### config.mk
export PLATFORM = sky130hd
export DESIGN_NAME = step_sequencer
export DESIGN_NICKNAME = d
export VERILOG_FILES = /design/src/rtl/step_sequencer.sv
export SDC_FILE = /design/constraint.sdc
export NUM_CORES = 1
export LEC_CHECK = 0
export ABC_AREA = 1
export BUFFER_PORTS_ARGS = -buffer_cell sky130_fd_sc_hd__buf_2
export CORE_ASPECT_RATIO = 1.25
export CORE_MARGIN = 2
export CORE_UTILIZATION = 23
export CTS_CLUSTER_DIAMETER = 100
export DETAILED_ROUTE_END_ITERATION = 10
export GPL_ROUTABILITY_DRIVEN = 0
export PLACE_DENSITY_LB_ADDON = 0.12
export SYNTH_ARGS = -nofsm -noshare
export SYNTH_HDL_FRONTEND = slang
export SYNTH_SLANG_ARGS = --single-unit
export TNS_END_PERCENT = 30
### constraint.sdc
create_clock -name clock -period 1.3 [get_ports clock]
set_input_delay 0.13 -clock clock [delete_from_list [all_inputs] [get_ports clock]]
set_output_delay 0.13 -clock clock [all_outputs]
set_load 0.05 [all_outputs]
### src/rtl/step_sequencer.sv
// Phase sequencer for the datapath registers: walks FETCH -> LOAD -> STORE -> CAPTURE,
// stalls on memory handshakes, supports halt/resume, and counts retired instructions.
module step_sequencer #(
   parameter logic [1:0]  CAPTURE     = 2'h0,
   parameter logic [1:0]  FETCH       = 2'h1,
   parameter logic [1:0]  LOAD        = 2'h2,
   parameter logic [1:0]  STORE       = 2'h3,
   parameter int unsigned COUNT_WIDTH = 16
) (
   input  logic                   clock,
   input  logic                   reset,
   input  logic                   load_needed,
   input  logic                   store_needed,
   input  logic                   read_ready,
   input  logic                   write_ready,
   input  logic                   halt_request,
   input  logic                   resume,
   output logic [1:0]             step,
   output logic                   read_request,
   output logic                   write_request,
   output logic                   halted,
   output logic [COUNT_WIDTH-1:0] retired
);

   typedef enum logic {StRun, StHalted} ctrl_e;

   ctrl_e                  ctrl_q, ctrl_d;
   logic [1:0]             step_q, step_d;
   logic                   store_q, store_d;
   logic [COUNT_WIDTH-1:0] retired_q, retired_d;

   always_ff @(posedge clock) begin
      if (!reset) begin
         ctrl_q    <= StRun;
         step_q    <= FETCH;
         store_q   <= 1'b0;
         retired_q <= '0;
      end else begin
         ctrl_q    <= ctrl_d;
         step_q    <= step_d;
         store_q   <= store_d;
         retired_q <= retired_d;
      end
   end

   always_comb begin
      ctrl_d    = ctrl_q;
      step_d    = step_q;
      store_d   = store_q;
      retired_d = retired_q;
      if (ctrl_q == StHalted) begin
         // halt_request is ignored here, so resume always wins
         if (resume) begin
            ctrl_d = StRun;
            step_d = FETCH;
         end
      end else begin
         unique case (step_q)
            FETCH: begin
               if (read_ready) begin
                  // store decision is frozen here for the rest of the instruction
                  store_d = store_needed;
                  if (load_needed) begin
                     step_d = LOAD;
                  end else if (store_needed) begin
                     step_d = STORE;
                  end else begin
                     step_d = CAPTURE;
                  end
               end
            end
            LOAD: begin
               if (read_ready) begin
                  step_d = store_q ? STORE : CAPTURE;
               end
            end
            STORE: begin
               if (write_ready) begin
                  step_d = CAPTURE;
               end
            end
            CAPTURE: begin
               retired_d = retired_q + 1'b1;
               step_d    = FETCH;
               if (halt_request) begin
                  ctrl_d = StHalted;
               end
            end
            default: step_d = FETCH;
         endcase
      end
   end

   assign step          = step_q;
   assign read_request  = (ctrl_q == StRun) && ((step_q == FETCH) || (step_q == LOAD));
   assign write_request = (ctrl_q == StRun) && (step_q == STORE);
   assign halted        = (ctrl_q == StHalted);
   assign retired       = retired_q;

endmodule

# Word level (Yosys, flattened, before mapping)
# Index checks and enable logic that the tools add are counted.
# W data, S select, Z words.
[op_classes] mux=13 bitwise_logic=1 addsub=1 n_reduce_logical=7 n_eq_ne=7
[op_table] cell="$add A16 B1 Y16 const B" n=1
[op_table] cell="$mux W2" n=8
[op_table] cell="$ne A3 B3 Y1 const B" n=3
[op_table] cell="$pmux W2 S4" n=1
[op_table] cell="$eq A2 B2 Y1 const B" n=2
[op_table] cell="$mux W1" n=4
[op_table] cell="$reduce_and A4 Y1" n=1
[op_table] cell="$reduce_and A3 Y1" n=1
[op_table] cell="$eq A2 B1 Y1 const B" n=1
[op_table] cell="$logic_and A1 B1 Y1" n=2
[op_table] cell="$logic_not A2 Y1" n=1
[op_table] cell="$ne A2 B2 Y1 const B" n=1
[op_table] cell="$reduce_and A2 Y1" n=1
[op_table] cell="$logic_or A1 B1 Y1" n=1
[op_table] cell="$not A1 Y1" n=1
[word_totals] out_inout_bits=21 register_bits=20 input_bits=8 wordCells=33

# Logic depth before layout (Yosys ltp)
# Gate-level depths: netlist of the first run.
[logic_depth] ltp_word=5 depth_mapped=10 ltp_nobuf=10

# Worst setup path after synthesis of the first run
# Ideal clock, no wire load.
[synth_timing] path_type="register to output" start="register step_q[1], in the netlist step[1]" end="output port read_request" n_path_buf=0 arrival_ns=1.796 required_time_ns=1.170 path_stages_with_launch=5 path_slack_ns=-0.626 cell_sequence="dfxtp_1 -> inv_1 -> ha_1 -> inv_1 -> nor2_1"
[synth_via] elab_chain_cells=3 word_cells_on_any_way=4 cone_classes="eq/ne (2); reduce/logical (2)"
[synth_rtl] element="from (decl)" line_no="28" text="logic [1:0] step_q, step_d;"
[synth_rtl] element="from (signal assigned)" line_no="40" text="step_q <= step_d;"
[synth_rtl] element="$eq A2 B1 Y1 / $eq A2 B2 Y1 (equally long branches)" line_no="95" text="assign read_request = (ctrl_q == StRun) && ((step_q == FETCH) || (step_q == LOAD));"
[synth_rtl] element="$logic_or A1 B1 Y1 *" line_no="95"
[synth_rtl] element="$logic_and A1 B1 Y1 *" line_no="95"
[synth_rtl] element="to (decl)" line_no="19" text="output logic read_request,"
# Mark *: on every way between the ends. The rest lies on a longest branch, timed or not.

# Worst setup path after layout of the first run
[layout_timing] start="register step_q[0], in the netlist step[0]" end="register retired_q[15], in the netlist retired[15]"
[layout_via] elab_chain_cells=2
[layout_rtl] element="$logic_not A2 Y1" line_no="58" text="unique case (step_q)"
[layout_rtl] element="$reduce_and A2 Y1 (no source line)"
[layout_rtl] element="to (signal assigned)" line_no="42" text="retired_q <= retired_d;"
[layout_rtl] element="to (decl)" line_no="30" text="logic [COUNT_WIDTH-1:0] retired_q, retired_d;"
# Every way passes these cells.
# A chain may end at the register's enable or synchronous reset.

==> reports/results.tsv, run 1 <==
stage	metric	value	unit
outcome	status	finished with violations	
outcome	violations	negative setup slack	
cts	cts_tree	yes	
cts	insertion_delay	260	ps
setup_path	critPathSlowestCell	dfxtp_4	
setup_path	arrival	1540	ps
detailed_routing	met3_wirelength	87	µm
pwr	p_comb_share	48.0	%
detailed_routing	viasPerCell	4.14	
sta	final_max_slew_viol_count	0	
hold_path	hold_end	halted	
hold_path	worst_hold_startpoint	halt_request	
detailed_routing	routedWlPerCell	11.4	µm
pwr	power_leakage	0.000756	µW
finish	num-fill-cells	534	
pwr	swShare	41.2	%
global_routing	grtUsageTotal	12.8	%
sta	max_freq	732	MHz
flow_run	max_cap_viol_count	0	
placement	dp_hpwl	2.43	mm
synth	ys_seq_area_share	34.7	%
global_routing	grt_max_degree	18	
finish	diodes	0	
sta	tns	-358	ps
detailed_routing	dr.pass1.iters	4	
setup_path	timing.rr.start	step[0]	
synth	syn-cell-area	1150	µm²
global_routing	grt-ovfl-total	0	
synth	synth.distinct_cells	20	
pwr	p_switching	1130	µW
setup_path	setup.worst_path.end_class	register	
global_routing	grt_pass1_wl	5.51	mm
finish	mostFrequentLayoutCell	nand2_1	
pwr	internal_power	1610	µW
pwr	p_clk_share	23.4	%
finish	finalNonFillerCells	281	
detailed_routing	routed_wl	3.21	mm
setup_path	crit_chain	inv_4 -> ha_4 -> inv_2 -> nor2_4 -> buf_4 -> nand3_1 -> nand3b_1 -> nand2_1 -> nor2_1	
synth	ys_ff_latch	20	
detailed_routing	ant_nets	0	
cts	cts-buffers-inserted	3	
detailed_routing	wl_met2	1.59	mm
finish	nets	236	
hold_path	hold_class	input pin to register	
die	rows	28	
sta	period_minus_slack	1370	ps
sta	maxSlewHeadroom	77.3	%
synth	postSynthAreaPerCell	6.55	µm²
sta	hold_ws	122	ps
sta	min_period_over_period	105	%
die	die-area	5600	µm²
finish	post-route-util	33.9	%
hold_path	min_path_cells	3	
die	die_x	67.3	µm
global_routing	first_global_vias	1163	
cts	clk_pin_slew_worst_paths	90	ps
sta	setup_viol	13	
finish	syn_to_final_growth	41.2	%
cts	clock_tree.buffer_depth	2	
synth	synthArstFlopShare	0	%
pwr	totalPowerFinal	2730	µW
synth	yosys_most_used_dff	dfxtp_1	
setup_path	required	1470	ps
placement	portBuffers	28	
finish	drive_gt1_share	34.4	%
finish	multiInputGateArea	671	µm²
setup_path	reg2reg_depth	9	
cts	root_buffer	clkbuf_8	
sta	finClkSkew	9.17	ps
setup_path	crit_type	register to register	
sta	max_slew.worst_pin.slew	340	ps
detailed_routing	route.detailed.drc	0	
setup_path	reg2reg_to	retired[15]	
setup_path	rrSetupSlack	-70	ps
die	initial_core_util	24.0	%
detailed_routing	vias	1163	
setup_path	critPathMaxStageDelay	360	ps
die	ios	29	
sta	rsz0062_at_grt	yes	
pwr	pwr-share-seq	28.6	%
synth	yosys_warnings	0	
setup_path	cp-start-kind	register	
pwr	power.density	1680	nW/µm²
finish	regArea	422	µm²
cts	clkSinkCount	20	
synth	synth_enable_flop_cells	0	
die	core_area	4800	µm²
synth	syn_inst	176	
detailed_routing	drtIter0Drc	39	
detailed_routing	dr.max_layer_used	met4	
sta	setup_ws	-66.5	ps
finish	layout_common_cells	nand2_1, nor2_1, buf_2	
synth	synth.net_count	190	
detailed_routing	met1Wirelength	1.51	mm
sta	timing_hold_violations_final	0	
die	die_h	83.2	µm
pwr	ir_drop	0.935	mV
cts	htreeDepth	1	
setup_path	critPathMaxFanout	6	
global_routing	antenna_found_initial	0	
placement	placedCellCount	276	
cell usage after synthesis, types with 2 or more instances:
cell type | count | area (µm²)
nand3b_1 | 2 | 15.0
dfxtp_1 | 20 | 400
a21oi_1 | 9 | 45.0
nor2_1 | 29 | 109
o21ai_0 | 10 | 50.1
nand3_2 | 2 | 20.0
inv_1 | 30 | 113
nor2_2 | 3 | 18.8
xor2_1 | 2 | 17.5
nand2_1 | 42 | 158
nand3_1 | 11 | 55.1
nand4_1 | 3 | 18.8
ha_1 | 6 | 75.1
registers in the layout, indices dropped and copies added (netlist names):
register	cells
retired	16
step	2
halted	1
store_q	1
cells by family (layout without fill, tap and decap cells):
group / count (synthesis) / after routing / share of synthesized area, %
AO/OA/AOI/OAI: 20 / 20 / 9.00
XOR/XNOR: 2 / 2 / 1.52
adder cells (fa/ha/maj): 6 / 6 / 6.51
buffers and inverters: 33 / 78 / 11.9
flip-flops: 20 / 20 / 34.7
AND/OR/NAND/NOR: 95 / 95 / 36.3
cell type report:
class                      instances  share of cell area [%]
multi-input combinational        123                    41.2
sequential                        20                    25.9
timing repair buffer              43                    16.5
inverter                          31                    7.45
tap                               60                    4.61
clock buffer                       3                    2.53
clock inverter                     1                    1.84
through the flow:
step / setup WS (ps) / area (µm²)
finish: -66.5 / 1630
global route: -188 / 1630
CTS: -54.7 / 1610
detailed placement: -54.7 / 1500
global placement: -80.5 / 1500
floorplan: -148 / 1200
metal layers:
| layer | track usage, % | vias to the layer above |
|---|---|---|
| li1 | - | 637 |
| met1 | 16.6 | 504 |
| met2 | 21.3 | 20 |
| met3 | 1.63 | 2 |
| met4 | 4.45 | 0 |
| met5 | 0 | - |
critical path: cells and delay by family (launching register included):
kind	cells	cell delay, ps
fa+ha+maj	1	130
buf+inv	3	240
flops	1	360
simple gates	5	550
how the worst max path moves through the flow:
stage,startpoint,end,slack [ps],cells after the start
after floorplan,retired[10],retired[15],-150,6
after global placement,step[0],step[0],-80,7
after detailed placement,step[0],step[0],-50,7
after CTS,step[0],retired[11],-50,10
after global routing,step[0],retired[15],-190,9
final,step[0],retired[15],-70,9
power by group through the flow:
stage / registers (µW) / logic (µW) / clock network, µW
4_1_cts: 782 / 1290 / 664
3_3_place_gp: 793 / 1160 / 0
5_1_grt: 794 / 1450 / 697
3_5_place_dp: 793 / 1170 / 0
2_1_floorplan: 1000 / 627 / 0
6_report: 782 / 1310 / 640
timing repair:
| action | 4_1_cts | 5_1_grt |
|---|---|---|
| setup endpoints to repair | 14 | 19 |
| hold buffers | 0 | 0 |
| buffers inserted | 0 | 1 |
| gates resized for setup | 12 | 4 |
| pin swaps | 2 | 2 |
| endpoints found under the hold margin | 0 | 0 |
No activity file was read; power rests on OpenSTA's default activity.
==> inputs of run 2 (changes only) <==
--- a/config.mk
+++ b/config.mk
@@ -7,6 +7,8 @@
 export LEC_CHECK = 0
 export ABC_AREA = 1
 export BUFFER_PORTS_ARGS = -buffer_cell sky130_fd_sc_hd__buf_2
+export CELL_PAD_IN_SITES_DETAIL_PLACEMENT = 0
+export CELL_PAD_IN_SITES_GLOBAL_PLACEMENT = 2
 export CORE_ASPECT_RATIO = 1.25
 export CORE_MARGIN = 2
 export CORE_UTILIZATION = 23
==> reports/results.tsv, run 2 (same netlist as run 1, synthesis figures left out) <==
stage	metric	value	unit
cts	htreeDepth	1	
sta	rsz0062_at_grt	yes	
finish	diodes	0	
finish	largest_reg_flops	16	
die	die-area	5600	µm²
placement	placedCellCount	271	
cts	cts-buffers-inserted	3	
outcome	violations	negative setup slack	
setup_path	setup.worst_path.end_class	output pin	
placement	dp_hpwl	2.50	mm
detailed_routing	routedWlPerCell	11.4	µm
setup_path	crit_type	register to output pin	
finish	drive_gt1_share	36.5	%
global_routing	grtUsageTotal	12.9	%
die	core_area	4800	µm²
cts	clk_pin_slew_worst_paths	80	ps
placement	portBuffers	28	
finish	syn_to_final_growth	41.2	%
pwr	totalPowerFinal	2640	µW
sta	maxSlewHeadroom	78.2	%
hold_path	min_path_cells	3	
global_routing	grt_pass1_wl	5.56	mm
cts	ctsHoldBuffers	0	
global_routing	antenna_found_initial	0	
pwr	power_leakage	0.000748	µW
pwr	power.density	1620	nW/µm²
finish	mostFrequentLayoutCell	nand2_1	
pwr	p_comb_share	54.1	%
finish	nets	237	
global_routing	grt-ovfl-total	0	
finish	finalNonFillerCells	282	
cts	root_buffer	clkbuf_8	
sta	final_max_slew_viol_count	0	
pwr	pwr-share-seq	29.7	%
outcome	status	finished with violations	
setup_path	arrival	1210	ps
pwr	p_clk_share	16.2	%
die	ios	29	
finish	layout_common_cells	nand2_1, nor2_1, buf_2	
setup_path	required	1170	ps
die	initial_core_util	24.0	%
flow_run	max_cap_viol_count	0	
detailed_routing	route.detailed.drc	0	
detailed_routing	routed_wl	3.23	mm
cts	clock_tree.buffer_depth	2	
die	rows	28	
pwr	p_switching	1140	µW
cts	clkSinkCount	20	
pwr	internal_power	1500	µW
sta	timing_hold_violations_final	0	
detailed_routing	drtIter0Drc	33	
sta	max_freq	747	MHz
cts	cts_tree	yes	
setup_path	reg2reg_depth	9	
setup_path	critPathMaxFanout	5	
detailed_routing	viasPerCell	4.32	
pwr	ir_drop	1.17	mV
cts	insertion_delay	260	ps
setup_path	cp-start-kind	register	
die	die_x	67.3	µm
global_routing	grt_max_degree	18	
detailed_routing	ant_nets	0	
detailed_routing	vias	1217	
detailed_routing	dr.pass1.iters	4	
die	die_h	83.2	µm
sta	finClkSkew	2.17	ps
sta	setup_ws	-37.9	ps
sta	min_period_over_period	103	%
sta	setup_viol	7	
pwr	swShare	43.2	%
hold_path	hold_class	input pin to register	
sta	period_minus_slack	1340	ps
global_routing	first_global_vias	1216	
sta	max_slew.worst_pin.slew	326	ps
[run 2: changes by cell type in the layout (fill, tap and decap cells not counted), moves of 2 or more]
cell / previous run / this run
nand3_2: 0 / 3
nand3_4: 2 / 0
buf_4: 14 / 12
ha_2: 0 / 3
ha_1: 4 / 1
buf_6: 3 / 6
[run 2: layout make-up]
type | count | area, µm²
tap | 60 | 75.1
inverter | 31 | 121
multi-input combinational | 123 | 678
clock buffer | 3 | 41.3
timing repair buffer | 44 | 288
clock inverter | 1 | 3.75
sequential | 20 | 422
fill | 534 | 3170
[run 2: final timing paths]
kind	from	end	slack [ps]
hold reg to reg	store_q	store_q	460
setup reg to reg	step[1]	retired[13]	-30
hold / removal	halt_request	halted	120
setup / recovery	step[0]	write_request	-40
[run 2: power groups by stage]
stage / Sequential [µW] / Clock (µW) / Combinational [µW]
finish: 784 / 429 / 1430
global route: 795 / 495 / 1560
CTS: 786 / 459 / 1290
detailed placement: 797 / 0 / 1150
global placement: 790 / 0 / 1150
floorplan: 1000 / 0 / 627
[run 2: critical path: stages, from the launching register on]
cell	delay, ps
dfxtp_4	370
buf_6	120
ha_2	170
inv_1	40
nor2_2	80
buf_6	160
[run 2: through the flow]
stage | util, % | worst slack (ps) | area, µm² | hold WS, ps | setup TNS [ps]
after detailed placement | 30.4 | -90.0 | 1460 | 399 | -249
after floorplan | - | -148 | 1200 | 258 | -620
final | 33.9 | -37.9 | 1630 | 116 | -138
after global placement | 30.4 | -83.1 | 1460 | 403 | -104
after global routing | 33.9 | -176 | 1630 | 146 | -2030
after CTS | 32.3 | -44.7 | 1550 | 113 | -285
[run 2: metal layers]
metal	up-vias	wire [µm]	global-route usage, %
li1	635	-	-
met5	-	0	0
met3	2	104	1.90
met1	562	1440	16.1
met2	18	1660	21.9
met4	0	23	4.45
[run 2: what timing repair did]
| item | 4_1_cts | 5_1_grt |
|---|---|---|
| pin swaps | 3 | 2 |
| endpoints found under the setup margin | 14 | 21 |
| resized for setup | 12 | 11 |
| setup buffers | 2 | 5 |
==> inputs of run 3 (changes only) <==
==> constraint.sdc (replaced) <==
create_clock -name clock -period 1.6 [get_ports clock]
set_input_delay 0.16 -clock clock [delete_from_list [all_inputs] [get_ports clock]]
set_output_delay 0.16 -clock clock [all_outputs]
set_load 0.05 [all_outputs]
==> reports/results.tsv, run 3 (same netlist as run 1, synthesis figures left out) <==
stage	metric	value	unit
setup_path	crit_start	step[1]	
finish	finalNonFillerCells	269	
setup_path	path_delay_family	flip-flops	
placement	dp_hpwl	2.36	mm
cts	clkSinkCount	20	
placement	pre_cts_ws	133	ps
cts	root_buffer	clkbuf_8	
detailed_routing	dr.pass1.iters	4	
sta	rsz0062_at_grt	yes	
setup_path	critPathMaxFanout	4	
finish	post-route-util	30.8	%
detailed_routing	route.detailed.drc	0	
detailed_routing	vias	1135	
finish	stdcell_area	1480	µm²
placement	portBuffers	28	
die	core_area	4800	µm²
sta	setup_ws	111	ps
outcome	status	finished clean	
cts	insertion_delay	260	ps
cts	htreeDepth	1	
finish	nets	224	
cts	clock_tree.buffer_depth	2	
global_routing	first_global_vias	1106	
flow_run	max_cap_viol_count	0	
sta	min_period_over_period	93.1	%
sta	period_minus_slack	1490	ps
pwr	power.density	1300	nW/µm²
detailed_routing	routed_wl	3.03	mm
finish	multiInputGateArea	646	µm²
global_routing	grt-ovfl-total	0	
die	ios	29	
cts	ctsHoldBuffers	0	
finish	drive_gt1_share	25.8	%
die	die_h	83.2	µm
finish	regArea	407	µm²
setup_path	crit_chain	inv_2 -> ha_2 -> inv_1 -> nor2_2 -> clkbuf_4	
setup_path	arrival	1330	ps
finish	layout_common_cells	nand2_1, inv_1, buf_2	
detailed_routing	routedWlPerCell	11.3	µm
placement	place_area	1380	µm²
pwr	power_leakage	0.000683	µW
sta	hold_ws	140	ps
pwr	ir_drop	0.746	mV
setup_path	crit_buf_inv	3	
setup_path	crit_type	register to output pin	
setup_path	critPathMaxStageDelay	360	ps
global_routing	grt_pass1_wl	5.21	mm
hold_path	worst_hold_startpoint	halt_request	
setup_path	cp-start-kind	register	
hold_path	hold_class	input pin to register	
die	die_x	67.3	µm
die	die-area	5600	µm²
setup_path	critPathSlowestCell	dfxtp_2	
detailed_routing	viasPerCell	4.22	
detailed_routing	ant_nets	0	
sta	maxSlewHeadroom	75.0	%
setup_path	required	1440	ps
setup_path	setup.worst_path.end_class	output pin	
cts	clk_pin_slew_worst_paths	80	ps
global_routing	antenna_found_initial	0	
finish	mostFrequentLayoutCell	nand2_1	
sta	max_slew.worst_pin.slew	375	ps
die	rows	28	
global_routing	grt_max_degree	18	
sta	final_max_slew_viol_count	0	
sta	setup_viol	0	
finish	syn_to_final_growth	28.3	%
finish	largest_reg_flops	16	
finish	num-fill-cells	546	
finish	diodes	0	
placement	placedCellCount	264	
global_routing	grtUsageTotal	12.0	%
die	initial_core_util	24.0	%
detailed_routing	drtIter0Drc	47	
sta	max_freq	671	MHz
setup_path	timing.rr.start	step[0]	
cts	cts_tree	yes	
sta	timing_hold_violations_final	0	
cts	cts-buffers-inserted	3	
sta	finClkSkew	5.46	ps
## run 3: cell types whose count changed in the layout (fill, tap and decap cells not counted), moves of 4 or more
cell / before / now
ha_1: 1 / 5
buf_6: 6 / 1
dfxtp_1: 11 / 17
buf_4: 12 / 1
o21ai_0: 5 / 9
## run 3: worst register-to-register path, stage by stage (launching register included)
cell and delay, ps:
dfxtp_4 370, inv_2 60, ha_2 170, inv_1 60, nor2_4 230, buf_12 160, nand4_1 90, o21ai_0 160
a21oi_1 50
## run 3: worst paths after layout
check                                    end  slack, ps  cells after the start
worst max-delay path            read_request        110                      5
worst min-delay path                  halted        140                      3
worst max register to register    retired[4]        140                      8
worst min register to register       store_q        450                      2
## run 3: stage by stage
step / setup TNS, ps / power [µW]
after floorplan: -37.7 / 1250
final: 0 / 1920
after detailed placement: 0 / 1490
after global placement: 0 / 1490
after global routing: -1.73 / 2060
after CTS: 0 / 1900
## run 3: routing by layer
layer / up-vias / track usage, % / share of wire [%]
met5: - / 0 / 0
met4: 0 / 3.90 / 1.4
met3: 4 / 1.63 / 3.1
met2: 19 / 20.4 / 48
met1: 502 / 15.0 / 48
li1: 610 / - / -
## run 3: what timing repair did
item,CTS,global route
setup buffers,0,1
resized for setup,0,12
setup endpoints to repair,0,6
## run 3: power by group
group | internal (µW) | switching (µW) | total, µW
Combinational | 296 | 596 | 892
Sequential | 563 | 63.0 | 626
Clock | 219 | 185 | 404
## run 3: final cells by class
| class | count | area share, % |
|---|---|---|
| Inverter | 31 | 7.86 |
| Multi-Input combinational cell | 123 | 43.6 |
| Timing Repair Buffer | 31 | 12.3 |
| Clock buffer | 4 | 3.72 |
| Tap cell | 60 | 5.07 |
| Sequential cell | 20 | 27.5 |
